**src/rtl/fpga_ctrl_pkg.sv**
```systemverilog
// Shared register map, field offsets and constants for the capture control/status register file.
package fpga_ctrl_pkg;

    typedef enum logic [3:0] {
        CTRL       = 4'd0,
        STATUS     = 4'd1,
        BATCH_SIZE = 4'd2,
        IRQ_EN     = 4'd3,
        ID         = 4'd4,
        SCRATCH    = 4'd5
    } reg_addr_e;

    localparam int MOCK_EN_BIT    = 8;
    localparam int FIFO_RST_LSB   = 16;
    localparam int DONE_LSB       = 8;
    localparam int LIVE_READY_LSB = 16;
    localparam int SDRAM_BUSY_BIT = 24;

    localparam logic [31:0] BAD_ADDR_DATA = 32'hDEADBEEF;

endpackage

```
**src/rtl/fpga_ctrl_regs_status_sticky.sv**
```systemverilog
// One sticky status bit: registers its input, optionally edge-detects it, and holds it
// until a write-1-to-clear; a new set event in the clearing cycle wins.
module status_sticky #(
    parameter bit EDGE_DETECT = 1'b0
) (
    input  logic i_clk,
    input  logic i_areset_n,
    input  logic i_in,
    input  logic i_clr,
    output logic o_sticky
);

    logic in_q;
    logic sticky_q;
    logic sticky_d;
    logic set_evt;

    generate
        if (EDGE_DETECT) begin : g_edge
            logic prev_q;
            always_ff @(posedge i_clk or negedge i_areset_n) begin
                if (!i_areset_n) prev_q <= 1'b0;
                else             prev_q <= in_q;
            end
            assign set_evt = in_q & ~prev_q;
        end else begin : g_level
            assign set_evt = in_q;
        end
    endgenerate

    always_comb begin
        sticky_d = set_evt | (sticky_q & ~i_clr);
    end

    always_ff @(posedge i_clk or negedge i_areset_n) begin
        if (!i_areset_n) begin
            in_q     <= 1'b0;
            sticky_q <= 1'b0;
        end else begin
            in_q     <= i_in;
            sticky_q <= sticky_d;
        end
    end

    assign o_sticky = sticky_q;

endmodule

```
**src/rtl/fpga_ctrl_regs.sv**
```systemverilog
// Bus-facing control/status register file for the multi-channel capture datapath:
// control outputs, W1C sticky status per channel, maskable level interrupt.
module fpga_ctrl_regs
    import fpga_ctrl_pkg::*;
#(
    parameter int          ADDR_SIZE          = 4,
    parameter int          REG_SIZE           = 32,
    parameter int          NUM_CH             = 2,
    parameter int          BATCH_W            = 16,
    parameter int          DEFAULT_BATCH_SIZE = 1024,
    parameter logic [31:0] VERSION            = 32'h0002_0000
) (
    input  logic                 i_clk,
    input  logic                 i_areset_n,
    input  logic                 i_write_en,
    input  logic                 i_read_en,
    input  logic [ADDR_SIZE-1:0] i_addr,
    input  logic [REG_SIZE-1:0]  i_write_data,
    output logic [REG_SIZE-1:0]  o_read_data,
    output logic                 o_read_valid,
    output logic [NUM_CH-1:0]    o_capture_enable,
    output logic                 o_mock_enable,
    output logic [NUM_CH-1:0]    o_reset_fifo,
    output logic [BATCH_W-1:0]   o_batch_size,
    output logic                 o_irq,
    input  logic [NUM_CH-1:0]    i_fifo_overflow,
    input  logic [NUM_CH-1:0]    i_batch_ready,
    input  logic                 i_sdram_busy
);

    logic [NUM_CH-1:0]   cap_en_q, cap_en_d;
    logic                mock_q, mock_d;
    logic [NUM_CH-1:0]   fifo_rst_q, fifo_rst_d;
    logic [BATCH_W-1:0]  batch_q, batch_d;
    logic [NUM_CH-1:0]   ovf_mask_q, ovf_mask_d;
    logic [NUM_CH-1:0]   done_mask_q, done_mask_d;
    logic [REG_SIZE-1:0] scratch_q, scratch_d;
    logic [REG_SIZE-1:0] rdata_q, rdata_d;
    logic                rvalid_q, rvalid_d;
    logic                irq_q, irq_d;
    logic [NUM_CH-1:0]   ready_live_q;
    logic                busy_q;

    logic                wr_ctrl, wr_status, wr_batch, wr_irq_en, wr_scratch;
    logic [NUM_CH-1:0]   ovf_clr, done_clr;
    logic [NUM_CH-1:0]   ovf_sticky, done_sticky;
    logic [REG_SIZE-1:0] rd_mux;

    always_comb begin
        wr_ctrl    = i_write_en && (i_addr == ADDR_SIZE'(CTRL));
        wr_status  = i_write_en && (i_addr == ADDR_SIZE'(STATUS));
        wr_batch   = i_write_en && (i_addr == ADDR_SIZE'(BATCH_SIZE));
        wr_irq_en  = i_write_en && (i_addr == ADDR_SIZE'(IRQ_EN));
        wr_scratch = i_write_en && (i_addr == ADDR_SIZE'(SCRATCH));
        ovf_clr    = wr_status ? i_write_data[NUM_CH-1:0] : '0;
        done_clr   = wr_status ? i_write_data[DONE_LSB +: NUM_CH] : '0;
    end

    genvar gi;
    generate
        for (gi = 0; gi < NUM_CH; gi++) begin : g_ch
            status_sticky #(.EDGE_DETECT(1'b0)) u_ovf (
                .i_clk      (i_clk),
                .i_areset_n (i_areset_n),
                .i_in       (i_fifo_overflow[gi]),
                .i_clr      (ovf_clr[gi]),
                .o_sticky   (ovf_sticky[gi])
            );
            status_sticky #(.EDGE_DETECT(1'b1)) u_done (
                .i_clk      (i_clk),
                .i_areset_n (i_areset_n),
                .i_in       (i_batch_ready[gi]),
                .i_clr      (done_clr[gi]),
                .o_sticky   (done_sticky[gi])
            );
        end
    endgenerate

    // Read mux sees pre-write state, giving read-before-write on a same-cycle access.
    always_comb begin
        rd_mux = '0;
        case (i_addr)
            ADDR_SIZE'(CTRL): begin
                rd_mux[NUM_CH-1:0]  = cap_en_q;
                rd_mux[MOCK_EN_BIT] = mock_q;
            end
            ADDR_SIZE'(STATUS): begin
                rd_mux[NUM_CH-1:0]              = ovf_sticky;
                rd_mux[DONE_LSB +: NUM_CH]       = done_sticky;
                rd_mux[LIVE_READY_LSB +: NUM_CH] = ready_live_q;
                rd_mux[SDRAM_BUSY_BIT]           = busy_q;
            end
            ADDR_SIZE'(BATCH_SIZE): rd_mux[BATCH_W-1:0] = batch_q;
            ADDR_SIZE'(IRQ_EN): begin
                rd_mux[NUM_CH-1:0]        = ovf_mask_q;
                rd_mux[DONE_LSB +: NUM_CH] = done_mask_q;
            end
            ADDR_SIZE'(ID):      rd_mux = REG_SIZE'(VERSION);
            ADDR_SIZE'(SCRATCH): rd_mux = scratch_q;
            default:             rd_mux = REG_SIZE'(BAD_ADDR_DATA);
        endcase
    end

    always_comb begin
        cap_en_d    = wr_ctrl ? i_write_data[NUM_CH-1:0] : cap_en_q;
        mock_d      = wr_ctrl ? i_write_data[MOCK_EN_BIT] : mock_q;
        fifo_rst_d  = wr_ctrl ? i_write_data[FIFO_RST_LSB +: NUM_CH] : '0;
        batch_d     = (wr_batch && (i_write_data[BATCH_W-1:0] != '0)) ? i_write_data[BATCH_W-1:0] : batch_q;
        ovf_mask_d  = wr_irq_en ? i_write_data[NUM_CH-1:0] : ovf_mask_q;
        done_mask_d = wr_irq_en ? i_write_data[DONE_LSB +: NUM_CH] : done_mask_q;
        scratch_d   = wr_scratch ? i_write_data : scratch_q;
        rdata_d     = i_read_en ? rd_mux : rdata_q;
        rvalid_d    = i_read_en;
        irq_d       = (|(ovf_sticky & ovf_mask_q)) | (|(done_sticky & done_mask_q));
    end

    always_ff @(posedge i_clk or negedge i_areset_n) begin
        if (!i_areset_n) begin
            cap_en_q     <= '0;
            mock_q       <= 1'b0;
            fifo_rst_q   <= '0;
            batch_q      <= BATCH_W'(DEFAULT_BATCH_SIZE);
            ovf_mask_q   <= '0;
            done_mask_q  <= '0;
            scratch_q    <= '0;
            rdata_q      <= '0;
            rvalid_q     <= 1'b0;
            irq_q        <= 1'b0;
            ready_live_q <= '0;
            busy_q       <= 1'b0;
        end else begin
            cap_en_q     <= cap_en_d;
            mock_q       <= mock_d;
            fifo_rst_q   <= fifo_rst_d;
            batch_q      <= batch_d;
            ovf_mask_q   <= ovf_mask_d;
            done_mask_q  <= done_mask_d;
            scratch_q    <= scratch_d;
            rdata_q      <= rdata_d;
            rvalid_q     <= rvalid_d;
            irq_q        <= irq_d;
            ready_live_q <= i_batch_ready;
            busy_q       <= i_sdram_busy;
        end
    end

    assign o_capture_enable = cap_en_q;
    assign o_mock_enable    = mock_q;
    assign o_reset_fifo     = fifo_rst_q;
    assign o_batch_size     = batch_q;
    assign o_irq            = irq_q;
    assign o_read_data      = rdata_q;
    assign o_read_valid     = rvalid_q;

endmodule
```
**config.mk**
```make
export PLATFORM = sky130hd
export DESIGN_NAME = fpga_ctrl_regs
export DESIGN_NICKNAME = d
export VERILOG_FILES = /design/src/rtl/fpga_ctrl_pkg.sv /design/src/rtl/fpga_ctrl_regs_status_sticky.sv /design/src/rtl/fpga_ctrl_regs.sv
export SDC_FILE = /design/constraint.sdc
export NUM_CORES = 1
export LEC_CHECK = 0
export ABC_AREA = 1
export BUFFER_PORTS_ARGS = -buffer_cell sky130_fd_sc_hd__buf_4
export CORE_MARGIN = 4
export CORE_UTILIZATION = 58
export CTS_CLUSTER_SIZE = 25
export DETAILED_ROUTE_END_ITERATION = 10
export HOLD_SLACK_MARGIN = 0.1
export PLACE_DENSITY = 0.95
export SKIP_CTS_REPAIR_TIMING = 1
export SYNTH_ARGS = -nofsm -noshare
export SYNTH_HDL_FRONTEND = slang
export SYNTH_SLANG_ARGS = --single-unit
```
**constraint.sdc**
```tcl
create_clock -name i_clk -period 1.5 [get_ports i_clk]
set_input_delay 0.375 -clock i_clk [delete_from_list [all_inputs] [get_ports i_clk]]
set_output_delay 0.375 -clock i_clk [all_outputs]
set_load 0.005 [all_outputs]
```
Word level (Yosys, flattened, before mapping)
Index checks and enable logic that the tools add are counted.
{"block": "totals", "register_bits": 104, "input_bits": 45, "out_inout_bits": 55, "wordCells": 72}
{"block": "op_classes", "eq_ne": 5, "n_mux": 12, "n_bitwise": 19, "n_reduce_logical": 14}
{"cell": "6-bit one-hot mux with 3 select lines", "count": 2}
{"cell": "16-bit nonzero test", "count": 1}
{"cell": "7-bit one-hot mux with 2 select lines", "count": 1}
{"cell": "2-bit one-hot mux with 6 select lines", "count": 1}
{"cell": "6-bit one-hot mux with 2 select lines", "count": 1}
{"cell": "1-bit one-hot mux with 5 select lines", "count": 2}
{"cell": "4-bit by 2-bit == test with 1-bit output, second input constant", "count": 2}
{"cell": "4-bit by 3-bit == test with 1-bit output, second input constant", "count": 2}
{"cell": "2-bit one-hot mux with 4 select lines", "count": 1}
{"cell": "1-bit bitwise AND", "count": 6}
{"cell": "1-bit logical AND", "count": 6}
{"cell": "2-bit two-way mux", "count": 3}
{"cell": "1-bit NOT", "count": 6}
{"cell": "2-bit OR reduction", "count": 3}
{"cell": "1-bit bitwise OR", "count": 5}
{"cell": "5-bit OR reduction", "count": 1}
{"cell": "2-bit bitwise AND", "count": 2}
{"cell": "4-bit by 1-bit == test with 1-bit output, second input constant", "count": 1}
{"cell": "4-bit zero test", "count": 1}
{"cell": "4-bit OR reduction", "count": 1}
{"cell": "3-bit OR reduction", "count": 1}
{"cell": "1-bit one-hot mux with 2 select lines", "count": 1}

Logic depth before layout (Yosys ltp)
Gate-level depths: netlist of the first run.
{"block": "logic_depth", "depth_word": 6, "mapped_depth": 9, "depth_no_buf": 8}

Hierarchy
Synthesis of the first run repeated with hierarchy kept, for this count alone.
{"block": "hier_totals", "hier_cells": 513, "hier_area_um2": 4352.9}
{"mod": "fpga_ctrl_regs", "n_inst": 1, "cells_each": 485, "area_per_inst_um2": 4035.1, "seq_area_each_um2": 2353.5}
{"mod": "status_sticky (g_ch[0].u_done ...)", "n_inst": 2, "cells_each": 8, "area_per_inst_um2": 93.8, "seq_area_each_um2": 75.1}
{"mod": "status_sticky (g_ch[0].u_ovf ...)", "n_inst": 2, "cells_each": 6, "area_per_inst_um2": 65.1, "seq_area_each_um2": 50.0}

Worst setup path after synthesis of the first run
No wires, ideal clock.
{"block": "synth_path", "path_kind": "input to register", "start": "input port i_read_en", "end": "register rdata_q[10], in the netlist o_read_data[10]", "setup_time_ns": 0.119, "arrival_time_ns": 1.141, "t_required_ns": 1.381, "path_slack_ns": 0.239, "cell_stages": 7, "n_path_buf": 2, "path_cell_list": "buf_2 -> nand2_1 -> a21oi_2 -> buf_2 -> nand2_1 -> o22ai_1 -> inv_1"}
{"item": "from (decl)", "line_no": "fpga_ctrl_regs.sv:16", "rtl": "input logic i_read_en,"}
{"item": "to (signal assigned)", "line_no": "fpga_ctrl_regs.sv:139", "rtl": "rdata_q <= rdata_d;"}
{"item": "to (decl)", "line_no": "fpga_ctrl_regs.sv:38", "rtl": "logic [REG_SIZE-1:0] rdata_q, rdata_d;"}

Worst setup path in the final report of the first run
{"block": "layout_path", "start": "register batch_q[10], in the netlist o_batch_size[10]", "end": "output port o_batch_size[10]"}
{"item": "from (decl)", "line_no": "fpga_ctrl_regs.sv:34", "rtl": "logic [BATCH_W-1:0] batch_q, batch_d;"}
{"item": "from (signal assigned)", "line_no": "fpga_ctrl_regs.sv:122", "rtl": "batch_q <= BATCH_W'(DEFAULT_BATCH_SIZE);"}
{"item": "from (signal assigned)", "line_no": "fpga_ctrl_regs.sv:135", "rtl": "batch_q <= batch_d;"}
{"item": "to (decl)", "line_no": "fpga_ctrl_regs.sv:24", "rtl": "output logic [BATCH_W-1:0] o_batch_size,"}
No word-level cell between the ends.

==> results of run 1 <==
synth_stat cells:
cell,instances,share of area
sky130_fd_sc_hd__o21ai_1,2,0.0023
sky130_fd_sc_hd__a21oi_1,12,0.014
sky130_fd_sc_hd__buf_1,1,0.00087
sky130_fd_sc_hd__nand4_1,1,0.0014
sky130_fd_sc_hd__nand2_4,1,0.0026
sky130_fd_sc_hd__inv_1,51,0.044
sky130_fd_sc_hd__buf_6,2,0.0052
sky130_fd_sc_hd__o21bai_1,1,0.0017
sky130_fd_sc_hd__a21oi_2,1,0.0020
sky130_fd_sc_hd__nor2_2,2,0.0029
sky130_fd_sc_hd__o21ai_0,30,0.035
sky130_fd_sc_hd__inv_2,1,0.00087
sky130_fd_sc_hd__nand2_2,2,0.0029
sky130_fd_sc_hd__o22ai_1,10,0.014
sky130_fd_sc_hd__buf_4,3,0.0052
sky130_fd_sc_hd__nand2_1,169,0.15
sky130_fd_sc_hd__nor2_4,1,0.0026
sky130_fd_sc_hd__dfstp_2,1,0.0061
sky130_fd_sc_hd__nor2_8,1,0.0046
sky130_fd_sc_hd__dfrtp_1,101,0.58
sky130_fd_sc_hd__clkbuf_1,9,0.0078
sky130_fd_sc_hd__nor2_1,41,0.036
sky130_fd_sc_hd__buf_2,7,0.0081
sky130_fd_sc_hd__nand3_1,59,0.068
sky130_fd_sc_hd__a31oi_1,1,0.0014
kinds of logic after synthesis:
family,share of synthesized area
and+or+nand+nor,0.267
buffers and inverters,0.0722
AOI/OAI and AO/OA,0.0705
DFF,0.590
layout make-up:
class	count	area, um^2
clock buffers	10	138
clock inverters	6	52.6
fillers	455	1700
inverters	52	195
multi-input cells	334	1470
flip-flops and latches	102	2550
well taps	99	124
repair buffers	124	1020
metal layers:
metal / track usage / vias up / part of all wire
met1: 0.340 / 1846 / 0.41
met3: 0.0502 / 29 / 0.087
met5: 0 / - / 0
li1: - / 1829 / -
met2: 0.424 / 194 / 0.48
met4: 0.116 / 0 / 0.024
how the worst max path moves through the flow:
stage	start	endpoint	slack [ns]	cells past startpoint
after floorplan	i_read_en	o_read_data[10]	0.24	7
after global placement	i_addr[1]	scratch_q[16]	0.09	8
after detailed placement	i_addr[1]	o_read_data[10]	0.03	9
after CTS	o_batch_size[10]	o_batch_size[10]	0.10	1
after global routing	o_batch_size[10]	o_batch_size[10]	0.07	1
final	o_batch_size[10]	o_batch_size[10]	0.11	1
metrics by stage:
stage / cells / instance area (um^2) / setup WS [ns] / total power [mW] / hold slack, ns
after floorplan: 510 / 4330 / 0.239 / 3.85 / 0.0794
after global placement: 706 / 5310 / 0.0876 / 4.46 / 0.328
after detailed placement: 706 / 5310 / 0.0262 / 4.53 / 0.333
after CTS: 722 / 5500 / 0.101 / 6.15 / -0.0665
after global routing: 727 / 5550 / 0.0710 / 6.47 / 0.112
final: 727 / 5550 / 0.108 / 6.14 / 0.129
where the power goes:
| part | internal [mW] | switching (mW) |
|---|---|---|
| combinational | 0.535 | 0.533 |
| clock | 0.675 | 0.969 |
| sequential | 3.15 | 0.282 |
==> PnR_summary.wiki, run 1 <==
{| class="wikitable"
! Metric !! Value
|-
| Setup repair after global routing missed its margin || no
|-
| Max Transition Viols Final || 0
|-
| Delay of the slowest cell on the worst path || 0.55 ns
|-
| Synth unique cells || 25
|-
| Register area share after synthesis || 0.590
|-
| Critical Path, Cell by Cell || buf_4
|-
| Total clock sinks || 102
|-
| Count of vias placed by the detailed router || 3,898
|-
| Classification of the worst-slack hold path || in -> reg
|-
| Result of the run || complete, no violations
|-
| Fin Setup TNS || 0 ns
|-
| R2R Setup Slk || 0.45 ns
|-
| CTS tree || yes
|-
| Clk Latency, worst-skew pair || approximately 0.36 ns
|-
| Critical path endpoint category || output port
|-
| Area of the core || between 7000 and 8000 um^2
|-
| Fraction of final layout cells sized beyond drive strength 1 || 0.231
|-
| Min Tclk post-route || roughly 1.4 ns
|-
| Initial antenna violation count || 0
|-
| Post-CTS clock slew at the launch and capture registers of the worst setup and hold paths || 0.09 ns
|-
| Core Util, Final || 0.765
|-
| Average footprint of a synthesized cell || between 8 and 9 um^2
|-
| Arrival time at the worst endpoint || between 1 and 1.5 ns
|-
| Worst Clk Skew || between 0.008 and 0.009 ns
|-
| Data required time at the worst endpoint || 1.12 ns
|-
| DIE WIDTH || 94.4 um
|-
| Final weighted congestion in routability-driven placement || 0.980
|-
| Slew margin rel. || 0.724
|-
| Final hold violations || 0
|-
| # IOs || 100
|-
| Worst R2R Path Depth || 4
|-
| Worst Setup Path Type || reg -> out
|-
| Slowest stage cell on the critical path || sky130_fd_sc_hd__dfstp_2
|-
| Number of nets with antenna violations after detailed routing || 0
|-
| WL/cell || approximately 15 um
|-
| Global-route wire length before repair || between 15,000 and 20,000 um
|-
| Height of the die || 94.4 um
|-
| HPWL after DPL || approximately 7900 um
|-
| Number of I/O port buffers || 99
|-
| Delay-heaviest family, CP || flip-flops
|-
| Commonest non-fill, non-tap cell in the layout || sky130_fd_sc_hd__nand2_1
|-
| Initial core utilization || 0.597
|-
| Power per standard cell area || 1110 nW/um^2
|-
| Max_cap viols || 0
|-
| Final period utilization || 0.928
|-
| Ratio of routed vias to standard cells || 5.36
|-
| Violation count after the first detailed-route iteration || around 340
|-
| CP max FO || 3
|-
| Via count of the first global-routing pass || around 3.8k
|-
| Capturing point of the worst reg2reg path || o_read_data[1]
|-
| Worst Hold Path Cells || 1
|-
| Overflow left after global routing || 0
|-
| Number of buffer and inverter stages on the critical path || 1
|-
| Synthesized instance count || 510
|-
| Site Rows || 31
|-
| Worst reg2reg path startpoint || o_batch_size[1]
|-
| Cts bufs inserted || 9
|-
| Worst ir drop on vdd || approximately 0.00064 V
|-
| Transition time at the pin with the least slew margin || 0.414 ns
|-
| Buffer type at the clock tree root || sky130_fd_sc_hd__clkbuf_8
|-
| Die Outline Area || between 8000 and 9000 um^2
|-
| Startpoint type of the worst setup path || flip-flop
|-
| Commonest cells after routing, fill and taps aside || sky130_fd_sc_hd__nand2_1, sky130_fd_sc_hd__buf_4, sky130_fd_sc_hd__dfrtp_1, sky130_fd_sc_hd__nand3_1, sky130_fd_sc_hd__inv_1
|-
| Max clock buf depth || 2
|-
| Upper clock frequency limit || between 700 and 800 MHz
|-
| Destination of the worst hold path || busy_q
|-
| DRC viols || 0
|-
| Drt pass-1 iters || 5
|-
| Diode insertion count for antenna repair || 0
|-
| Number of endpoints failing setup at the final stage || 0
|-
| Count of nets after finishing || roughly 670
|-
| Largest net degree at the start of global routing || 30
|-
| Leakage power || 2.88 nW
|-
| Total of warnings raised by yosys || 0
|-
| Netlist Area Pre-Place || 4330 um^2
|-
| Number of storage elements in the synthesis netlist || between 100 and 150
|-
| H-tree depth || 3
|-
| Syn_nets || about 560
|-
| Hold Path Origin || i_sdram_busy
|-
| Global routing usage summed across all routing layers || 0.260
|-
| Final Routed Wirelength || around 11,000 um
|-
| Layout area overhead || 28.2%
|}
Power figures use the tool's default switching activity.
==> inputs of run 2 (changes only) <==
Settings changed: CORE_UTILIZATION 58 to 60, CTS_BUF_LIST from default to sky130_fd_sc_hd__clkbuf_4.
==> run 2 against run 1 <==
  * Via count increased by 0.36%
  * Worst hold slack improved by 0.040 ns
  * Clock skew decreased by 0.00061 ns
  * Setup slack got worse by 0.083 ns
  * Non-clock buffer count unchanged
  * First-iteration DRC count increased by 25%
  * Highest routed layer unchanged
  * Wire length decreased by 0.53%
==> PnR_summary.wiki, run 2 (synthesized netlist as in run 1, its figures left out) <==
{| class="wikitable"
! Metric !! Value
|-
| Result of the run || complete, no violations (unchanged)
|-
| Site Rows || 30 (was 31)
|-
| Core Util, Final || 0.790 (was 0.765)
|-
| Setup repair after global routing missed its margin || yes (was no)
|-
| Area of the core || 6910 um^2 (was 7250 um^2)
|-
| CTS tree || yes (unchanged)
|-
| Largest net degree at the start of global routing || 47 (was 30)
|-
| Overflow left after global routing || 0 (unchanged)
|-
| Final period utilization || 0.983 (was 0.928)
|-
| HPWL after DPL || 7890 um (was 7900 um)
|-
| Share of total power consumed by net switching || 0.288 (was 0.290)
|-
| Share of total power in the clock network || 0.210 (was 0.268)
|-
| Post-CTS clock slew at the launch and capture registers of the worst setup and hold paths || 0.14 ns (was 0.09 ns)
|-
| WL/cell || 15.0 um (about the same)
|-
| Cts bufs inserted || 9 (unchanged)
|-
| Leakage power || 2.84 nW (was 2.88 nW)
|-
| Initial antenna violation count || 0 (unchanged)
|-
| Combined area of the multi-input logic cells || 1470 um^2 (unchanged)
|-
| Max_cap viols || 0 (unchanged)
|-
| Slowest stage cell on the critical path || sky130_fd_sc_hd__dfstp_2 (unchanged)
|-
| Height of the die || 92.9 um (was 94.4 um)
|-
| Number of nets with antenna violations after detailed routing || 0 (unchanged)
|-
| Count of vias placed by the detailed router || 3,912 (was 3,898)
|-
| Arrival time at the worst endpoint || 1.10 ns (was 1.02 ns)
|-
| Ratio of routed vias to standard cells || 5.41 (was 5.36)
|-
| Delay-heaviest family, CP || flip-flops (unchanged)
|-
| CP max FO || 3 (unchanged)
|-
| Clk Latency, worst-skew pair || 0.43 ns (was 0.36 ns)
|-
| Global routing usage summed across all routing layers || 0.263 (was 0.260)
|-
| Max Transition Viols Final || 0 (unchanged)
|-
| Final weighted congestion in routability-driven placement || 0.962 (was 0.980)
|-
| Critical path endpoint category || output port (unchanged)
|-
| Final hold violations || 0 (unchanged)
|-
| DIE WIDTH || 92.9 um (was 94.4 um)
|-
| Delay of the slowest cell on the worst path || 0.58 ns (was 0.55 ns)
|-
| Count of non-filler cells in the finished layout || 723 (was 727)
|-
| Internal power component || 4.05 mW (was 4.36 mW)
|-
| Initial core utilization || 0.627 (was 0.597)
|-
| Setup crit end || o_batch_size[10] (unchanged)
|-
| Logic pwr share || 0.188 (was 0.174)
|-
| Commonest non-fill, non-tap cell in the layout || sky130_fd_sc_hd__nand2_1 (unchanged)
|-
| Transition time at the pin with the least slew margin || 0.421 ns (was 0.414 ns)
|-
| Number of endpoints failing setup at the final stage || 0 (unchanged)
|-
| Die Outline Area || 8640 um^2 (was 8910 um^2)
|-
| Post-Layout Inst Area || 5460 um^2 (was 5550 um^2)
|-
| Post-route worst hold slack || 0.169 ns (was 0.129 ns)
|-
| Critical Path, Cell by Cell || buf_6 (was buf_4)
|-
| Global-route wire length before repair || 17,700 um (was 17,800 um)
|-
| Power per standard cell area || 1040 nW/um^2 (was 1110 nW/um^2)
|-
| Layout area overhead || 26.0% (was 28.2%)
|-
| Count of nets after finishing || 668 (unchanged)
|-
| Max clock buf depth || 2 (unchanged)
|-
| Min Tclk post-route || 1.47 ns (was 1.39 ns)
|-
| Capturing point of the worst reg2reg path || o_read_data[0] (was o_read_data[1])
|-
| Worst setup path startpoint || o_batch_size[10] (unchanged)
|-
| # IOs || 100 (unchanged)
|-
| Diode insertion count for antenna repair || 0 (unchanged)
|-
| Fin Setup TNS || 0 ns (unchanged)
|-
| Number of filler instances in the final layout || 461 (was 455)
|-
| Placed cell area || 5290 um^2 (was 5310 um^2)
|-
| Number of buffer and inverter stages on the critical path || 1 (unchanged)
|-
| Violation count after the first detailed-route iteration || 424 (was 338)
|-
| DRC viols || 0 (unchanged)
|-
| Worst Clk Skew || 0.00800 ns (was 0.00861 ns)
|-
| Fraction of final layout cells sized beyond drive strength 1 || 0.228 (was 0.231)
|-
| Final Routed Wirelength || 10,800 um (was 10,900 um)
|-
| Classification of the worst-slack hold path || in -> reg (unchanged)
|-
| Via count of the first global-routing pass || 3,731 (was 3,806)
|-
| Switching power summed over all nets || 1.64 mW (was 1.78 mW)
|-
| Commonest cells after routing, fill and taps aside || sky130_fd_sc_hd__nand2_1, sky130_fd_sc_hd__buf_4, sky130_fd_sc_hd__dfrtp_1, sky130_fd_sc_hd__nand3_1, sky130_fd_sc_hd__inv_1 (unchanged)
|-
| Number of I/O port buffers || 99 (unchanged)
|-
| Upper clock frequency limit || 678 MHz (was 719 MHz)
|-
| Drt pass-1 iters || 5 (unchanged)
|-
| Total clock sinks || 102 (unchanged)
|-
| Worst reg2reg path startpoint || o_batch_size[0] (was o_batch_size[1])
|-
| Slew margin rel. || 0.719 (was 0.724)
|-
| Total area of sequential cells || 2550 um^2 (unchanged)
|-
| H-tree depth || 3 (unchanged)
|-
| Worst ir drop on vdd || 0.000637 V (about the same)
|-
| Worst Setup Path Type || reg -> out (unchanged)
|-
| Buffer type at the clock tree root || sky130_fd_sc_hd__clkbuf_4 (was sky130_fd_sc_hd__clkbuf_8)
|-
| Proportion of power drawn by flip-flops and latches || 0.602 (was 0.558)
|-
| Data required time at the worst endpoint || 1.12 ns (about the same)
|-
| Worst R2R Path Depth || 4 (unchanged)
|-
| R2R Setup Slk || 0.49 ns (was 0.45 ns)
|-
| # placed instances || 702 (was 706)
|-
| Critical Path Stages || 1 (unchanged)
|-
| Startpoint type of the worst setup path || flip-flop (unchanged)
|}
==> run 2: cell count changes in the layout (fill, tap and decap cells not counted) <==
cell                            before  now
sky130_fd_sc_hd__buf_12              6    5
sky130_fd_sc_hd__buf_4             113  112
sky130_fd_sc_hd__buf_6               0    1
sky130_fd_sc_hd__clkbuf_4            0   11
sky130_fd_sc_hd__clkbuf_8           10    0
sky130_fd_sc_hd__clkinv_2            0    2
sky130_fd_sc_hd__clkinv_4            1    0
sky130_fd_sc_hd__dlygate4sd3_1       5    6
sky130_fd_sc_hd__inv_6               2    0
sky130_fd_sc_hd__inv_8               1    0
==> run 2: worst register-to-register path, stage by stage (launching register included) <==
cell	delay, ns
sky130_fd_sc_hd__dfrtp_1	0.41
sky130_fd_sc_hd__inv_1	0.05
sky130_fd_sc_hd__o21ai_0	0.27
sky130_fd_sc_hd__inv_1	0.07
sky130_fd_sc_hd__a21oi_1	0.15
==> run 2: how the worst min path moves through the flow <==
stage | startpoint | endpoint | slack (ns) | depth (start not counted)
global route | i_write_data[31] | scratch_q[31] | 0.15 | 3
floorplan | i_areset_n | busy_q | 0.08 | 0
CTS | i_areset_n | o_read_data[1] | -0.16 | 1
finish | i_write_data[21] | scratch_q[21] | 0.17 | 3
detailed placement | i_areset_n | o_read_data[1] | 0.33 | 1
global placement | i_areset_n | o_read_data[1] | 0.33 | 1
==> run 2: stage by stage <==
stage          worst slack (ns)  power (mW)
4_1_cts                 0.00280        5.69
2_1_floorplan             0.239        3.85
3_5_place_dp             0.0111        4.53
3_3_place_gp             0.0577        4.45
6_report                 0.0257        5.69
5_1_grt                -0.00304        6.01
==> run 2: power by group through the flow <==
stage	combinational, mW	clock [mW]	sequential, mW
after floorplan	0.438	0	3.42
after global placement	1.01	0	3.44
after detailed placement	1.06	0	3.47
after CTS	1.06	1.21	3.41
after global routing	1.20	1.35	3.47
final	1.07	1.19	3.42
==> run 2: area by class of cell <==
type,count,share of cell area
repair buffers,124,0.186
well taps,96,0.0220
inverters,52,0.0358
clock inverters,4,0.00459
clock buffers,11,0.0151
multi-input cells,334,0.269
flip-flops and latches,102,0.468
==> run 2: routing by layer <==
layer  share of wire  global-route usage  vias to the layer above  wire length (um)
li1                -                   -                     1831                 -
met1            0.40               0.352                     1874              4370
met2            0.49               0.420                      184              5290
met3           0.085              0.0479                       23               925
met4           0.023               0.118                        0               250
met5               0                   0                        -                 0
